$ cat config.mk
export PLATFORM = sky130hd
export DESIGN_NAME = pipe_stage_reg
export DESIGN_NICKNAME = d
export VERILOG_FILES = /design/src/rtl/pipe_pkg.sv /design/src/rtl/pipe_stage_slot.sv /design/src/rtl/pipe_stage_reg.sv
export SDC_FILE = /design/constraint.sdc
export NUM_CORES = 1
export LEC_CHECK = 0
export ABC_CLOCK_PERIOD_IN_PS = 3400
export CORE_UTILIZATION = 39
export DETAILED_ROUTE_END_ITERATION = 8
export GPL_TIMING_DRIVEN = 0
export MAX_ROUTING_LAYER = met4
export PLACE_DENSITY = 0.78
export SYNTH_ARGS = -nofsm -noshare
export SYNTH_HDL_FRONTEND = slang
export SYNTH_SLANG_ARGS = --single-unit
$ cat constraint.sdc
create_clock -name clk -period 3.4 [get_ports clk]
set_input_delay 0.85 -clock clk [delete_from_list [all_inputs] [get_ports clk]]
set_output_delay 0.85 -clock clk [all_outputs]
set_load 0.05 [all_outputs]
$ cat src/rtl/pipe_pkg.sv
// ============================================================================
// Module      : pipe_pkg
// Description : Shared stage-boundary constants for the pipeline registers.
// Revision    : 1.0 - initial release
// ============================================================================
`default_nettype none

package pipe_pkg;

    localparam int REG_ADDR_W = 5;
    localparam int WORD_W     = 32;

    // Control-bit indices per stage boundary
    localparam int IDEX_WE_REG  = 0;
    localparam int IDEX_WE_MEM  = 1;
    localparam int IDEX_WB_SEL  = 2;
    localparam int EXMEM_WE_REG = 0;
    localparam int EXMEM_WE_MEM = 1;
    localparam int EXMEM_WB_SEL = 2;
    localparam int MEMWB_WE_REG = 0;
    localparam int MEMWB_WB_SEL = 1;

    // Data-word layout, low field first: {rd, alu/pc, store/load/instr}
    localparam int DATA_LO_LSB = 0;
    localparam int DATA_HI_LSB = WORD_W;
    localparam int DATA_RD_LSB = 2 * WORD_W;

    localparam int IFID_CTRL_W  = 1;
    localparam int IFID_DATA_W  = 2 * WORD_W;
    localparam int IDEX_CTRL_W  = 3;
    localparam int IDEX_DATA_W  = REG_ADDR_W + 2 * WORD_W;
    localparam int EXMEM_CTRL_W = 3;
    localparam int EXMEM_DATA_W = REG_ADDR_W + 2 * WORD_W;
    localparam int MEMWB_CTRL_W = 2;
    localparam int MEMWB_DATA_W = REG_ADDR_W + 2 * WORD_W;

    typedef enum logic [1:0] {
        SLOT_LOAD  = 2'd0,
        SLOT_HOLD  = 2'd1,
        SLOT_FLUSH = 2'd2
    } slot_op_e;

    function automatic slot_op_e slot_op(input logic stall, input logic flush);
        if (flush)      return SLOT_FLUSH;
        else if (stall) return SLOT_HOLD;
        else            return SLOT_LOAD;
    endfunction

endpackage

`default_nettype wire

$ cat src/rtl/pipe_stage_slot.sv
// ============================================================================
// Module      : pipe_stage_slot
// Description : One valid/ctrl/data register slot, flush > stall > load.
// Revision    : 1.0 - initial release
// ============================================================================
`default_nettype none

module pipe_stage_slot
    import pipe_pkg::*;
#(
    parameter int CTRL_W = 3,
    parameter int DATA_W = 69
) (
    input  logic              clk,
    input  logic              rst,
    input  logic              in_valid,
    input  logic [CTRL_W-1:0] in_ctrl,
    input  logic [DATA_W-1:0] in_data,
    input  logic              stall,
    input  logic              flush,
    output logic              out_valid,
    output logic [CTRL_W-1:0] out_ctrl,
    output logic [DATA_W-1:0] out_data
);

    slot_op_e          w_op;
    logic              w_valid_d;
    logic [CTRL_W-1:0] w_ctrl_d;
    logic [DATA_W-1:0] w_data_d;
    logic              r_valid_q;
    logic [CTRL_W-1:0] r_ctrl_q;
    logic [DATA_W-1:0] r_data_q;

    always_comb begin
        w_op      = slot_op(stall, flush);
        w_valid_d = r_valid_q;
        w_ctrl_d  = r_ctrl_q;
        w_data_d  = r_data_q;
        case (w_op)
            SLOT_FLUSH: begin
                // Data is left in place; only valid/ctrl matter in a bubble.
                w_valid_d = 1'b0;
                w_ctrl_d  = '0;
            end
            SLOT_LOAD: begin
                w_valid_d = in_valid;
                w_ctrl_d  = in_valid ? in_ctrl : '0;
                w_data_d  = in_data;
            end
            default: ;
        endcase
    end

    always_ff @(posedge clk or posedge rst) begin
        if (rst) begin
            r_valid_q <= 1'b0;
            r_ctrl_q  <= '0;
            r_data_q  <= '0;
        end else begin
            r_valid_q <= w_valid_d;
            r_ctrl_q  <= w_ctrl_d;
            r_data_q  <= w_data_d;
        end
    end

    assign out_valid = r_valid_q;
    assign out_ctrl  = r_ctrl_q;
    assign out_data  = r_data_q;

endmodule

`default_nettype wire

$ cat src/rtl/pipe_stage_reg.sv
// ============================================================================
// Module      : pipe_stage_reg
// Description : DEPTH-slot inter-stage pipeline register with stall/flush.
//               Optional counters under macro PIPE_STAGE_STATS_EN.
// Revision    : 1.0 - initial release
// ============================================================================
`default_nettype none

module pipe_stage_reg
    import pipe_pkg::*;
#(
    parameter int CTRL_W = EXMEM_CTRL_W,
    parameter int DATA_W = EXMEM_DATA_W,
    parameter int DEPTH  = 1,
    parameter int CNT_W  = 16
) (
    input  logic              clk,
    input  logic              rst,
    input  logic              in_valid,
    input  logic [CTRL_W-1:0] in_ctrl,
    input  logic [DATA_W-1:0] in_data,
    input  logic              stall,
    input  logic              flush,
    output logic              out_valid,
    output logic [CTRL_W-1:0] out_ctrl,
    output logic [DATA_W-1:0] out_data
`ifdef PIPE_STAGE_STATS_EN
    ,
    output logic [CNT_W-1:0]  stall_cnt,
    output logic [CNT_W-1:0]  bubble_cnt
`endif
);

    if (DEPTH < 1) begin : g_depth_check
        $error("pipe_stage_reg: DEPTH must be at least 1");
    end
    if (CNT_W < 1) begin : g_cnt_check
        $error("pipe_stage_reg: CNT_W must be at least 1");
    end

    // Index 0 is the upstream input; index k is the output of slot k-1.
    logic              w_valid [0:DEPTH];
    logic [CTRL_W-1:0] w_ctrl  [0:DEPTH];
    logic [DATA_W-1:0] w_data  [0:DEPTH];

    assign w_valid[0] = in_valid;
    assign w_ctrl[0]  = in_ctrl;
    assign w_data[0]  = in_data;

    for (genvar k = 0; k < DEPTH; k++) begin : g_slot
        pipe_stage_slot #(
            .CTRL_W (CTRL_W),
            .DATA_W (DATA_W)
        ) u_slot (
            .clk       (clk),
            .rst       (rst),
            .in_valid  (w_valid[k]),
            .in_ctrl   (w_ctrl[k]),
            .in_data   (w_data[k]),
            .stall     (stall),
            .flush     (flush),
            .out_valid (w_valid[k+1]),
            .out_ctrl  (w_ctrl[k+1]),
            .out_data  (w_data[k+1])
        );
    end

    assign out_valid = w_valid[DEPTH];
    assign out_ctrl  = w_ctrl[DEPTH];
    assign out_data  = w_data[DEPTH];

`ifdef PIPE_STAGE_STATS_EN
    logic             w_stall_evt;
    logic             w_bubble_evt;
    logic [CNT_W-1:0] w_stall_cnt_d;
    logic [CNT_W-1:0] w_bubble_cnt_d;
    logic [CNT_W-1:0] r_stall_cnt_q;
    logic [CNT_W-1:0] r_bubble_cnt_q;

    always_comb begin
        w_stall_evt    = stall & ~flush;
        // Last slot receives a bubble on flush, or on a shift of an invalid entry.
        w_bubble_evt   = flush | (~stall & ~w_valid[DEPTH-1]);
        w_stall_cnt_d  = r_stall_cnt_q;
        w_bubble_cnt_d = r_bubble_cnt_q;
        if (w_stall_evt && !(&r_stall_cnt_q)) begin
            w_stall_cnt_d = r_stall_cnt_q + CNT_W'(1);
        end
        if (w_bubble_evt && !(&r_bubble_cnt_q)) begin
            w_bubble_cnt_d = r_bubble_cnt_q + CNT_W'(1);
        end
    end

    always_ff @(posedge clk or posedge rst) begin
        if (rst) begin
            r_stall_cnt_q  <= '0;
            r_bubble_cnt_q <= '0;
        end else begin
            r_stall_cnt_q  <= w_stall_cnt_d;
            r_bubble_cnt_q <= w_bubble_cnt_d;
        end
    end

    assign stall_cnt  = r_stall_cnt_q;
    assign bubble_cnt = r_bubble_cnt_q;
`endif

endmodule

`default_nettype wire

==> summary.txt, run 1 <==
Timing
  – Setup ws final: 1.029 ns
  – RSZ-0062 raised after global routing: false
  – Period utilization: 69.75%
  – Slew Viols, Final: 0
  – Maximum clock frequency: 421.7 MHz
  – Final hold viol count: 0
  – Final setup viols: 0
  – Clk_skew: 0 ns
  – Slew @ Worst Pin: 0.8664 ns
  – Final critical-path required period: 2.371 ns
  – Final hold slack: 0.5046 ns
  – Worst rel slew slack: 42.24%

Routing
  – Via count: 1,893
  – WL per Instance: 14.35 µm
  – Routed Antenna Nets: 0
  – Via density: 4.507
  – Pre-antenna DRT Iters: 3
  – WL final: 6026 µm
  – DRT iter0 DRCs: 23
  – Drt drc: 0

Critical path
  – Crit path kind: flop to output port
  – CP top delay family: buffers and inverters
  – Crit. End Element: output port
  – Crit path max fanout: 2
  – Crit-path cells: clkdlybuf4s50_1
  – Critical path's slowest cell: clkdlybuf4s50_1
  – CP arrival: 1.52 ns
  – CP bufs+invs: 1
  – Largest stage delay, worst path: 0.84 ns
  – WP data required: 2.55 ns
  – CP startpoint kind: flop

Pwr
  – Flop pwr share: 36.7%
  – P per Cell Area: 613.2 mW/mm²
  – Sw Pwr: 963.3 µW
  – Power Internal: 1.896 mW
  – Switching Share: 33.69%
  – Max VDD drop: 334.4 µV
  – Clock share of power: 29.2%
  – Pleak: 1.926 nW
  – Power Total: 2.860 mW
  – Comb pwr share: 34.1%

Floorplanning
  – Io pins: 150
  – Die ar.: 0.007513 mm²
  – Initial Util: 40.71%
  – Die Span Y: 86.68 µm
  – Core footprint: 0.006869 mm²
  – Die Width: 86.68 µm
  – Site row count: 30

Run status
  – Status: finished clean

CTS
  – Root Buffer: clkbuf_8
  – Reg clk slew, reported paths: 0.08 ns
  – CTS Hold Bufs: 0
  – Total CTS buffers: 9
  – H-tree depth: 3
  – CTS tree: yes
  – Longest Clk Path Bufs: 2
  – Worst skew pair latency: 0.33 ns
  – Post-CTS Repair Setup Buffers: 0
  – Clock Sinks: 73
  – # resized after CTS: 0

Hold path
  – Min-Delay Path Class: flop to flop

Layout
  – Final #Nets: 396
  – FILL cells: 515
  – Fin area: 0.004663 mm²
  – Commonest non-fill, non-tap cell in the layout: clkdlybuf4s50_1
  – Commonest non-fill, non-tap cells in the layout: 149 x clkdlybuf4s50_1, 73 x dfrtp_1, 63 x mux2_2, 17 x clkbuf_8, 6 x mux2_4
  – P&R area growth vs syn: 66.76%
  – Share of cells above drive strength 1: 29.32%
  – # diodes: 0
  – Fin cells: 420

GRT
  – Overflow after GRT: 0
  – Largest net degree at the start of global routing: 74
  – GRT Overall Usage: 17.20%
  – Vias in the first global route: 1,949
  – First-pass GRT wire length: 9349 µm
  – Number of antenna violations at the first check in global routing: 0

Yosys
  – Proportion of synthesized chip area in sequential cells: 65.32%
  – Post-Syn Instances: 159
  – Synthesized area per cell: 17.59 µm²
  – Post-Syn Area: 0.002796 mm²
  – Number of synthesized register bits: 73
  – Syn nets: 236
  – Yosys warnings: 0
  – Distinct cells, synth: 13

Place
  – RD Place Congestion: 0.6497
  – Placed inst area: 0.004410 mm²
  – Placed Cells: 404
  – I/O Buffers: 149
  – Dpl ws: 0.9752 ns
  – Detailed Place HPWL: 4387 µm

Flow run
  – Max-capacitance violation count: 0
final cells by class:
cell class	count	area (µm²)	area share (%)
Buffer	7	96.34	2.066
Clock buffer	10	137.6	2.951
Clock inverter	6	115.1	2.468
Inverter	1	6.256	0.1342
Multi-Input combinational cell	78	869.6	18.65
Sequential cell	73	1827	39.17
Tap cell	96	120.1	2.576
Timing Repair Buffer	149	1491	31.98
kinds of logic (layout without fill, tap and decap cells):
| kind of cell | count (synthesis) | count (layout) | share of synthesized area, % |
|---|---|---|---|
| AND/OR/NAND/NOR | 5 | 5 | 1.253 |
| flip-flops | 73 | 73 | 65.32 |
| buffers and inverters | 8 | 173 | 3.579 |
| AO/OA/AOI/OAI | 3 | 3 | 0.8947 |
| multiplexers | 70 | 70 | 28.95 |
flip-flops by register name, indices dropped and copies added, names as in the netlist:
register,cells
g_slot.u_slot.out_ctrl,3
g_slot.u_slot.out_valid,1
g_slot.u_slot.out_data,69
stage by stage:
step	utilization [%]	TNS, ns
floorplan	-	0
global placement	64.17	-37.59
detailed placement	64.21	0
CTS	67.89	0
global route	67.89	0
finish	67.89	0
final timing paths:
check / start / endpoint / slack (ns) / cells past startpoint
setup / recovery: g_slot[0].u_slot.out_ctrl[1] / out_ctrl[1] / 1.03 / 1
hold / removal: g_slot[0].u_slot.out_ctrl[1] / g_slot[0].u_slot.out_ctrl[1] / 0.50 / 1
setup reg to reg: g_slot[0].u_slot.out_data[62] / g_slot[0].u_slot.out_data[62] / 2.63 / 1
hold reg to reg: g_slot[0].u_slot.out_ctrl[1] / g_slot[0].u_slot.out_ctrl[1] / 0.50 / 1
max in group asynchronous: rst / g_slot[0].u_slot.out_data[39] / 1.79 / 2
min in group asynchronous: rst / g_slot[0].u_slot.out_data[61] / 1.06 / 2
power groups by stage:
| stage | clock network [mW] | logic, mW | registers, mW |
|---|---|---|---|
| floorplan | 0 | 0.163 | 1.51 |
| global placement | 0 | 0.973 | 1.06 |
| detailed placement | 0 | 0.982 | 1.07 |
| CTS | 0.858 | 0.985 | 1.05 |
| global route | 0.892 | 1.01 | 1.07 |
| finish | 0.835 | 0.975 | 1.05 |
layer usage:
metal  vias up  global-route usage (%)  part of all wire, %
li1        875                       -                    -
met1       916                   20.60                   41
met2        90                   26.55                   49
met3        12                   5.238                  7.5
met4         0                   8.333                  2.3
met5         -                       -                    0
synthesized netlist by cell type:
| master | n | area, µm² |
|---|---|---|
| mux2i_1 | 1 | 10.01 |
| nand2_1 | 1 | 3.750 |
| mux2_2 | 63 | 709.4 |
| nor2_1 | 1 | 3.750 |
| nor2_4 | 1 | 11.26 |
| inv_1 | 1 | 3.750 |
| dfrtp_1 | 73 | 1827 |
| clkbuf_8 | 7 | 96.34 |
| and2b_2 | 1 | 8.760 |
| a32o_1 | 2 | 20.02 |
| a21oi_1 | 1 | 5.000 |
| nand3b_1 | 1 | 7.510 |
| mux2_4 | 6 | 90.09 |
Power figures use the tool's default switching activity.
==> run 2, diff against run 1 <==
Settings changed: ABC_CLOCK_PERIOD_IN_PS 3400 to 2300.
Clock period 3.4 ns to 2.3 ns, I/O delays scaled along.
==> run 2 against run 1 <==
Setup slack lost 0.82 ns. Via count grew 0.42%. Total power grew 38%. Clock power grew 14%. Non-clock buffer count grew 1. Sequential power grew 49%. Critical path depth is the same. Flip-flop and latch count is the same. Register-to-register slack lost 1.1 ns. Count of clock-buffer cells in the layout grew 1. Worst hold slack lost 0.00077 ns. Highest routed layer unchanged.
==> summary.txt, run 2 (synthesis results as in run 1) <==
Routing
  – Via density: 4.515 (+0.18%)
  – Routed Antenna Nets: 0 (unchanged)
  – Via count: 1,901 (+0.42%)
  – DRT iter0 DRCs: 19 (-17%)
  – WL final: 6063 µm (+0.61%)
  – WL per Instance: 14.40 µm (+0.38%)
  – Pre-antenna DRT Iters: 4 (+1)
  – Drt drc: 0 (unchanged)

Hold path
  – Min-Delay Path Class: flop to flop

GRT
  – Vias in the first global route: 2,024 (+3.8%)
  – GRT Overall Usage: 17.36% (+0.16 points)
  – Number of antenna violations at the first check in global routing: 0 (unchanged)
  – First-pass GRT wire length: 9453 µm (+1.1%)
  – Largest net degree at the start of global routing: 38 (-49%)
  – Overflow after GRT: 0 (unchanged)

Floorplanning
  – Die Span Y: 86.68 µm (unchanged)
  – Initial Util: 40.71% (unchanged)
  – Core footprint: 0.006869 mm² (unchanged)
  – Site row count: 30 (unchanged)
  – Die Width: 86.68 µm (unchanged)
  – Io pins: 150 (unchanged)
  – Die ar.: 0.007513 mm² (unchanged)

Pwr
  – Max VDD drop: 491.3 µV (+47%)
  – Pleak: 1.901 nW (-1.3%)
  – P per Cell Area: 855.4 mW/mm² (+39%)

Critical path
  – Crit. End Element: output port
  – CP top delay family: buffers and inverters
  – Critical path's slowest cell: clkdlybuf4s50_1
  – CP arrival: 1.52 ns (about the same)
  – R2r worst-path depth: 1 (unchanged)
  – Largest stage delay, worst path: 0.83 ns (about the same)
  – CP startpoint kind: flop
  – Launching point of the worst reg2reg path: g_slot[0].u_slot.out_data[39]
  – Flop-to-flop setup slack: 1.52 ns (-1.11 ns)
  – Reg-to-Reg End: g_slot[0].u_slot.out_data[39]
  – Crit-path cells: clkdlybuf4s50_1
  – CP bufs+invs: 1 (unchanged)
  – End of the critical path: out_data[6]
  – WP data required: 1.73 ns (-0.82 ns)
  – Origin of the worst setup path: g_slot[0].u_slot.out_data[6]
  – Crit path max fanout: 2 (unchanged)
  – Stages on worst setup path: 1 (unchanged)
  – Crit path kind: flop to output port

Timing
  – Setup_tns: 0 ns (unchanged)
  – Slew @ Worst Pin: 0.7952 ns (-0.07120 ns)
  – Clk_skew: 0 ns (unchanged)
  – Final hold viol count: 0 (unchanged)
  – Maximum clock frequency: 477.7 MHz
  – Setup ws final: 0.2066 ns (-0.8219 ns)
  – Final critical-path required period: 2.093 ns
  – RSZ-0062 raised after global routing: false
  – Worst rel slew slack: 46.88% (+4.6 points)
  – Final setup viols: 0 (unchanged)
  – Period utilization: 91.02%
  – Slew Viols, Final: 0 (unchanged)

CTS
  – Clock Sinks: 73 (unchanged)
  – H-tree depth: 3 (unchanged)
  – # resized after CTS: 0 (unchanged)
  – Longest Clk Path Bufs: 2 (unchanged)
  – Root Buffer: clkbuf_8
  – Reg clk slew, reported paths: 0.08 ns (about the same)
  – Total CTS buffers: 9 (unchanged)
  – Worst skew pair latency: 0.32 ns (about the same)
  – CTS tree: yes
  – Post-CTS Repair Setup Buffers: 0 (unchanged)
  – CTS Hold Bufs: 0 (unchanged)

Run status
  – Status: finished clean

Layout
  – Commonest non-fill, non-tap cell in the layout: clkdlybuf4s50_1
  – Commonest non-fill, non-tap cells in the layout: 149 x clkdlybuf4s50_1, 73 x dfrtp_1, 63 x mux2_2, 16 x clkbuf_8, 6 x mux2_4
  – FILL cells: 531 (+3.1%)
  – Area occupied by multi-input gates: 869.6 µm² (unchanged)
  – Final #Nets: 397 (+0.25%)
  – # diodes: 0 (unchanged)
  – P&R area growth vs syn: 65.19%
  – Max reg flops: 69 (unchanged)
  – Sequential cell area: 0.001827 mm² (unchanged)
  – Share of cells above drive strength 1: 28.92% (-0.40 points)

Place
  – Detailed Place HPWL: 4515 µm (+2.9%)
  – Dpl ws: 0.1266 ns (-0.8485 ns)
  – I/O Buffers: 149 (unchanged)
  – RD Place Congestion: 0.6914 (+6.4%)

Flow run
  – Max-capacitance violation count: 0 (unchanged)
[run 2: changes by cell type in the layout (fill, tap and decap cells not counted)]
cell / previous run / this run
clkinv_2: 0 / 2
clkbuf_8: 17 / 16
clkinv_4: 2 / 1
inv_4: 1 / 0
bufinv_16: 3 / 1
clkbuf_1: 0 / 2
buf_12: 0 / 1
clkinvlp_4: 1 / 2
[run 2: through the flow]
stage	cell area, µm²	utilization [%]	hold slack [ns]	power (mW)	cells
finish	4619	67.25	0.5038	3.952	421
global placement	4412	64.23	0.4758	3.010	404
global route	4619	67.25	0.5173	4.112	421
CTS	4619	67.25	0.5095	4.000	421
floorplan	2800	-	0.6381	2.470	159
detailed placement	4432	64.52	0.4937	3.039	405
[run 2: worst min path at each step]
stage / end / cells after the start / start
2_1_floorplan: g_slot[0].u_slot.out_ctrl[2] / 1 / flush
4_1_cts: g_slot[0].u_slot.out_ctrl[0] / 1 / g_slot[0].u_slot.out_ctrl[0]
3_3_place_gp: g_slot[0].u_slot.out_ctrl[1] / 1 / g_slot[0].u_slot.out_ctrl[1]
5_1_grt: g_slot[0].u_slot.out_data[66] / 1 / g_slot[0].u_slot.out_data[66]
3_5_place_dp: g_slot[0].u_slot.out_ctrl[0] / 1 / g_slot[0].u_slot.out_ctrl[0]
6_report: g_slot[0].u_slot.out_ctrl[0] / 1 / g_slot[0].u_slot.out_ctrl[0]
[run 2: layout make-up]
class | instances | share of cell area, %
timing repair buffer | 150 | 32.72
tap | 96 | 2.600
buffer | 7 | 2.086
sequential | 73 | 39.54
inverter | 1 | 0.1625
multi-input combinational | 78 | 18.82
clock buffer | 11 | 2.844
clock inverter | 5 | 1.219
[run 2: power breakdown]
part           internal, mW  total (mW)  switching (mW)
clock network         0.500       0.948           0.448
logic                 0.588        1.45           0.860
registers              1.47        1.56          0.0903
total                  2.55        3.95            1.40
[run 2: routing by layer]
metal	wire [µm]	up-vias	GRT usage [%]
met5	0	-	-
met4	146	0	8.182
met3	434	15	4.286
met2	2941	87	27.99
met1	2539	916	20.48
li1	-	883	-
